==> config.mk <==
export PLATFORM = sky130hd
export DESIGN_NAME = alu_arbiter
export DESIGN_NICKNAME = d
export VERILOG_FILES = /design/src/rtl/alu_pkg.sv /design/src/rtl/alu_arbiter_rr.sv /design/src/rtl/alu_arbiter.sv
export SDC_FILE = /design/constraint.sdc
export NUM_CORES = 1
export LEC_CHECK = 0
export ABC_CLOCK_PERIOD_IN_PS = 13300
export CAP_MARGIN = 20
export CORE_AREA = 2 2 159 161
export CTS_CLUSTER_DIAMETER = 60
export DETAILED_ROUTE_END_ITERATION = 16
export DIE_AREA = 0 0 161 163
export GPL_TIMING_DRIVEN = 0
export PLACE_DENSITY = 0.58
export REMOVE_ABC_BUFFERS = 1
export SLEW_MARGIN = 20
export SYNTH_ARGS = -nofsm -noshare
export SYNTH_HDL_FRONTEND = slang
export SYNTH_HIERARCHICAL = 1
export SYNTH_SLANG_ARGS = --single-unit
==> constraint.sdc <==
create_clock -name clk -period 13.3 [get_ports clk]
set_input_delay 2.66 -clock clk [delete_from_list [all_inputs] [get_ports clk]]
set_output_delay 2.66 -clock clk [all_outputs]
set_load 0.01 [all_outputs]
==> src/rtl/alu_pkg.sv <==
// Shared types for the ALU arbiter: opcode enum, tag pipeline entry, datapath latency.
// Latency: n/a (types and constants only).
// Backpressure: n/a.
package alu_pkg;

  typedef enum logic [2:0] {
    ALU_AND     = 3'd0,
    ALU_OR      = 3'd1,
    ALU_NOT     = 3'd2,
    ALU_ADD     = 3'd3,
    ALU_SUB     = 3'd4,
    ALU_SHL     = 3'd5,
    ALU_SHR     = 3'd6,
    ALU_ILLEGAL = 3'd7
  } alu_op_t;

  // Registered input stage plus registered output stage in the shared datapath.
  localparam int ALU_LATENCY = 2;

  // Requester id field is sized for the largest supported NUM_REQ (8).
  localparam int ID_W = 3;

  typedef struct packed {
    logic            valid;
    logic [ID_W-1:0] id;
    logic            err;
  } tag_t;

  function automatic logic op_is_legal(input logic [2:0] op);
    return op != ALU_ILLEGAL;
  endfunction

endpackage

==> src/rtl/alu_arbiter_rr.sv <==
// Round-robin arbiter: one-hot grant among requesters, search starts after the last winner.
// Latency: grant is combinational from req_i and the registered pointer.
// Backpressure: none; pointer only moves to the winner when adv_i is high.
module rr_arbiter
  import alu_pkg::*;
#(
  parameter int NUM_REQ = 4,
  localparam int IDX_W  = (NUM_REQ > 1) ? $clog2(NUM_REQ) : 1
) (
  input  logic               clk,
  input  logic               rst,
  input  logic [NUM_REQ-1:0] req_i,
  input  logic               adv_i,
  output logic [NUM_REQ-1:0] gnt_o,
  output logic [IDX_W-1:0]   gnt_idx_o,
  output logic               gnt_vld_o
);

  logic [IDX_W-1:0] ptr_q, ptr_d;
  logic [IDX_W-1:0] cand_idx;
  int               cand;

  // Priority search: first requesting index after ptr_q, wrapping around.
  always_comb begin
    gnt_o     = '0;
    gnt_idx_o = '0;
    gnt_vld_o = 1'b0;
    cand      = 0;
    cand_idx  = '0;
    for (int i = 1; i <= NUM_REQ; i++) begin
      cand     = (int'(ptr_q) + i) % NUM_REQ;
      cand_idx = IDX_W'(cand);
      if (!gnt_vld_o && req_i[cand_idx]) begin
        gnt_vld_o       = 1'b1;
        gnt_idx_o       = cand_idx;
        gnt_o[cand_idx] = 1'b1;
      end
    end
  end

  // Next pointer: remember the winner of a completed handshake, else hold.
  always_comb begin
    ptr_d = ptr_q;
    if (adv_i && gnt_vld_o) ptr_d = gnt_idx_o;
  end

  // Pointer register; reset to the last index so requester 0 wins first.
  always_ff @(posedge clk) begin
    if (rst) ptr_q <= IDX_W'(NUM_REQ - 1);
    else     ptr_q <= ptr_d;
  end

endmodule

==> src/rtl/alu_arbiter.sv <==
// Shares one 2-stage ALU among NUM_REQ requesters; illegal opcodes answered with an error.
// Latency: issue is combinational; response returns exactly ALU_LAT cycles after the handshake.
// Backpressure: one grant per cycle via req_ready; responses cannot be stalled.
module alu_arbiter
  import alu_pkg::*;
#(
  parameter int NUM_REQ = 4,
  parameter int ALU_LAT = ALU_LATENCY
) (
  input  logic                    clk,
  input  logic                    rst,
  input  logic [NUM_REQ-1:0]      req_valid,
  output logic [NUM_REQ-1:0]      req_ready,
  input  logic [NUM_REQ-1:0][2:0] req_aluop,
  input  logic [NUM_REQ-1:0][31:0] req_a,
  input  logic [NUM_REQ-1:0][31:0] req_b,
  output logic [NUM_REQ-1:0]      resp_valid,
  output logic [31:0]             resp_f,
  output logic                    resp_err,
  output logic [2:0]              alu_aluop,
  output logic [31:0]             alu_a,
  output logic [31:0]             alu_b,
  output logic                    alu_valid_i,
  input  logic [31:0]             alu_f,
  input  logic                    alu_valid_o
);

  localparam int IDX_W    = (NUM_REQ > 1) ? $clog2(NUM_REQ) : 1;
  localparam int SETTLE_W = $clog2(ALU_LAT + 1);

  logic [NUM_REQ-1:0] req_gated;
  logic [NUM_REQ-1:0] gnt;
  logic [IDX_W-1:0]   gnt_idx;
  logic               gnt_vld;
  tag_t               tag_d;
  tag_t               tag_q [ALU_LAT];
  tag_t               tail;
  logic [SETTLE_W-1:0] settle_q;

  // Masking requests during reset keeps every issue-side output at zero.
  assign req_gated = req_valid & {NUM_REQ{~rst}};

  rr_arbiter #(.NUM_REQ(NUM_REQ)) u_rr (
    .clk       (clk),
    .rst       (rst),
    .req_i     (req_gated),
    .adv_i     (gnt_vld),
    .gnt_o     (gnt),
    .gnt_idx_o (gnt_idx),
    .gnt_vld_o (gnt_vld)
  );

  // Issue: drive the ALU from the winner, or screen an illegal opcode into an error tag.
  always_comb begin
    req_ready   = gnt;
    alu_valid_i = 1'b0;
    alu_aluop   = '0;
    alu_a       = '0;
    alu_b       = '0;
    tag_d       = '0;
    if (gnt_vld) begin
      tag_d.valid = 1'b1;
      tag_d.id    = ID_W'(gnt_idx);
      if (op_is_legal(req_aluop[gnt_idx])) begin
        alu_valid_i = 1'b1;
        alu_aluop   = req_aluop[gnt_idx];
        alu_a       = req_a[gnt_idx];
        alu_b       = req_b[gnt_idx];
      end else begin
        tag_d.err = 1'b1;
      end
    end
  end

  // Tag shift register, lockstep with the ALU pipeline; reset drops in-flight ops.
  always_ff @(posedge clk) begin
    if (rst) begin
      for (int k = 0; k < ALU_LAT; k++) tag_q[k] <= '0;
    end else begin
      tag_q[0] <= tag_d;
      for (int k = 1; k < ALU_LAT; k++) tag_q[k] <= tag_q[k-1];
    end
  end

  assign tail = tag_q[ALU_LAT-1];

  // Response: route the tail entry back to its owner on the shared result bus.
  always_comb begin
    resp_valid = '0;
    resp_f     = '0;
    resp_err   = 1'b0;
    if (!rst && tail.valid) begin
      for (int i = 0; i < NUM_REQ; i++) begin
        if (tail.id == ID_W'(i)) resp_valid[i] = 1'b1;
      end
      if (tail.err) resp_err = 1'b1;
      else          resp_f   = alu_f;
    end
  end

  // Counts down the window after reset in which the unreset ALU may still emit stale pulses.
  always_ff @(posedge clk) begin
    if (rst)                 settle_q <= SETTLE_W'(ALU_LAT);
    else if (settle_q != '0) settle_q <= settle_q - 1'b1;
  end

  a_result_present: assert property (@(posedge clk) disable iff (rst)
    (tail.valid && !tail.err) |-> alu_valid_o);

  a_no_stray_result: assert property (@(posedge clk) disable iff (rst)
    (!(tail.valid && !tail.err) && settle_q == '0) |-> !alu_valid_o);

endmodule

==> metrics.txt <==
Post-DP HPWL=14800 µm; Syn. warnings=6; sequential area share after synthesis=around 6.3%; RSZ-0062 raised after global routing=false; commonest cells in the netlist=mux4_2 (69), and3_1 (65), and2_1 (36); PD cells=93.9 nW/µm²; required time worst endpoint=10.64 ns; crit-path max FO=66; Worst-path clk slew=0.04 ns; worst-margin pin slew=0.838 ns; largest cells by area after synthesis=mux4_2 (49%), and3_1 (13%), and2_1 (7.1%); Post-synth EDFFs=0; setup bufs post-CTS=0; Worst IR Drop VDD=0.0637 mV; DRT iter0 DRCs=207; Final ANT Viol Nets=0; mean area per synthesized cell=10.6 µm²; Period Utilization, post-route=78.8%; vias in the first global route=4321; Initial Util=12.8%; Hold Vio Cnt, Final=0; Seq cells post-synth=10; Worst setup SP type=primary input; Pwr Total=734 µW; Port-buffer cells=a little over 400; Post-Synthesis Cells=between 200 and 300; clock skew=0.00128 ns; WL per Instance=17.1 µm; switching share of power=roughly a third; Total Nets Final=between 1000 and 1500; leakage=2.90 nW; Internal Power=481 µW; Clk Latency, worst-skew pair=0.23 ns; CP endpoint kind=output port; Seq pwr share=5.2%; fillers=about 2600; Num CTS Buffers=3; hold crit path type=register to register; hold-fix buffer count after cts=0; Yosys cell types=36; Die H=163 µm; Post-Syn Area=3160 µm²; gr ovfl total=0; CTS H-tree lvls=1; setup TNS=0 ns; Combinational Power Share=between 80% and 90%; Core Rows=58; Total GRT Usage=about an eighth; CP Class=primary input to output port; gpl congestion=0.771; share of layout cells above drive strength 1=13.1%; area share of the largest cell type after synthesis=49.2%; full die area=~26000 µm²; worst path arrival time=7.82 ns; leading register cell type out of synthesis=dfxtp_1; post-synth top area cell=mux4_2; I/O pins=around 420; area grow syn2layout=148%; WL final=17400 µm; Final min period=between 10 and 15 ns; clock power share=8.0%; Setup violations, final=0; most common cell in the netlist=mux4_2; initial antenna violation count=0; die width=about 160 µm; TritonRoute pass-1 iters=4; Clock Path Buffers=2; Clock Root Buffer=clkbuf_16; largest net degree at the start of global routing=between 60 and 70; worst rel slew slack=about 44%; CTS tree=yes; max_cap viols=0; Post-synth ARST share=0%; routed vias/inst=4.15; fin. max-slew vios=0; fmax=around 95 MHz; global-route wire length before repair=about 26000 µm; Resize count post-CTS=0; CTS Sinks=10; status=complete, no violations; Vias=4235; Switch Pwr=254 µW; core area=24700 µm²; DRC=0; worst hold slack=0.428 ns
==> power groups by stage <==
stage	Clock [mW]	Sequential, mW	Combinational [mW]
after floorplan	0	0.0375	0.336
after global placement	0	0.0390	0.649
after detailed placement	0	0.0390	0.645
after CTS	0.0604	0.0386	0.649
after global routing	0.0618	0.0396	0.685
final	0.0586	0.0384	0.637
==> through the flow <==
step	utilization, %	std cells	setup WS, ns	cell area, µm²
5_1_grt	31.7	1019	2.44	7820
2_1_floorplan	-	264	-0.662	2970
3_3_place_gp	30.5	1008	-5.64	7520
4_1_cts	31.7	1019	2.68	7820
3_5_place_dp	31.3	1015	2.70	7730
6_report	31.7	1020	2.82	7820
==> kinds of logic (layout without fill, tap and decap cells) <==
group / count (synthesis) / in the layout / share of synthesized area [%]
AND/OR/NAND/NOR: 153 / 153 / 28.8
buffers and inverters: 37 / 428 / 6.49
adder cells (fa/ha/maj): 8 / 8 / 3.17
other: 0 / 1 / 0
AO/OA/AOI/OAI: 18 / 18 / 4.48
multiplexers: 72 / 72 / 50.7
flip-flops: 10 / 10 / 6.34
==> registers in the layout (all words and copies together), names as in the netlist <==
name,count
tag_q,8
u_rr/ptr_q,2
==> final cells by class <==
| type | instances | area, µm² | area share, % |
|---|---|---|---|
| diodes | 1 | 2.50 | 0.0320 |
| clock buffers | 4 | 88.8 | 1.14 |
| inverters | 3 | 13.8 | 0.176 |
| multi-input cells | 251 | 2780 | 35.6 |
| flip-flops and latches | 10 | 200 | 2.56 |
| well taps | 330 | 413 | 5.28 |
| repair buffers | 421 | 4320 | 55.2 |
==> placed cells by master (no fill, tap or decap), types with 3 or more instances in the layout <==
cell and instances:
clkdlybuf4s50_1 414, mux4_2 69, and3_1 65, and2_1 36, nand2_1 14, nor2b_1 12
dfxtp_1 10, ha_1 8, nor2_1 7, a21oi_1 5, buf_16 5, a222oi_1 4
nand2b_1 3, nor3_1 3, clkbuf_16 3, o21ai_0 3
==> worst paths after layout <==
kind,startpoint,endpoint,slack (ns),depth (start not counted)
worst max-delay path,rst,alu_b[1],2.82,13
worst min-delay path,tag_q[0][2]$_SDFF_PP0_,tag_q[0][7]$_SDFF_PP0_,0.43,1
worst max register to register,u_rr/ptr_q[0]$_SDFFE_PP1P_,tag_q[0][0]$_SDFF_PP0_,8.76,11
worst min register to register,tag_q[0][2]$_SDFF_PP0_,tag_q[0][7]$_SDFF_PP0_,0.43,1
==> layer usage <==
| layer | up-vias | wire (µm) | track usage, % |
|---|---|---|---|
| met5 | - | 0 | 0 |
| met3 | 6 | 1700 | 2.98 |
| li1 | 1973 | - | - |
| met2 | 264 | 9020 | 23.0 |
| met4 | 0 | 78 | 0.893 |
| met1 | 1992 | 6620 | 15.0 |
==> critical path: stages <==
cell	delay (ns)
clkdlybuf4s50_1	0.66
nor2b_1	0.51
nand2b_1	0.13
or4b_1	0.57
o211ai_4	0.15
nor3_1	0.12
a21oi_4	0.53
buf_16	0.24
buf_16	0.17
mux4_2	0.58
nand3_4	0.57
and3_1	0.34
clkdlybuf4s50_1	0.56
(Power assumes the default switching activity.)
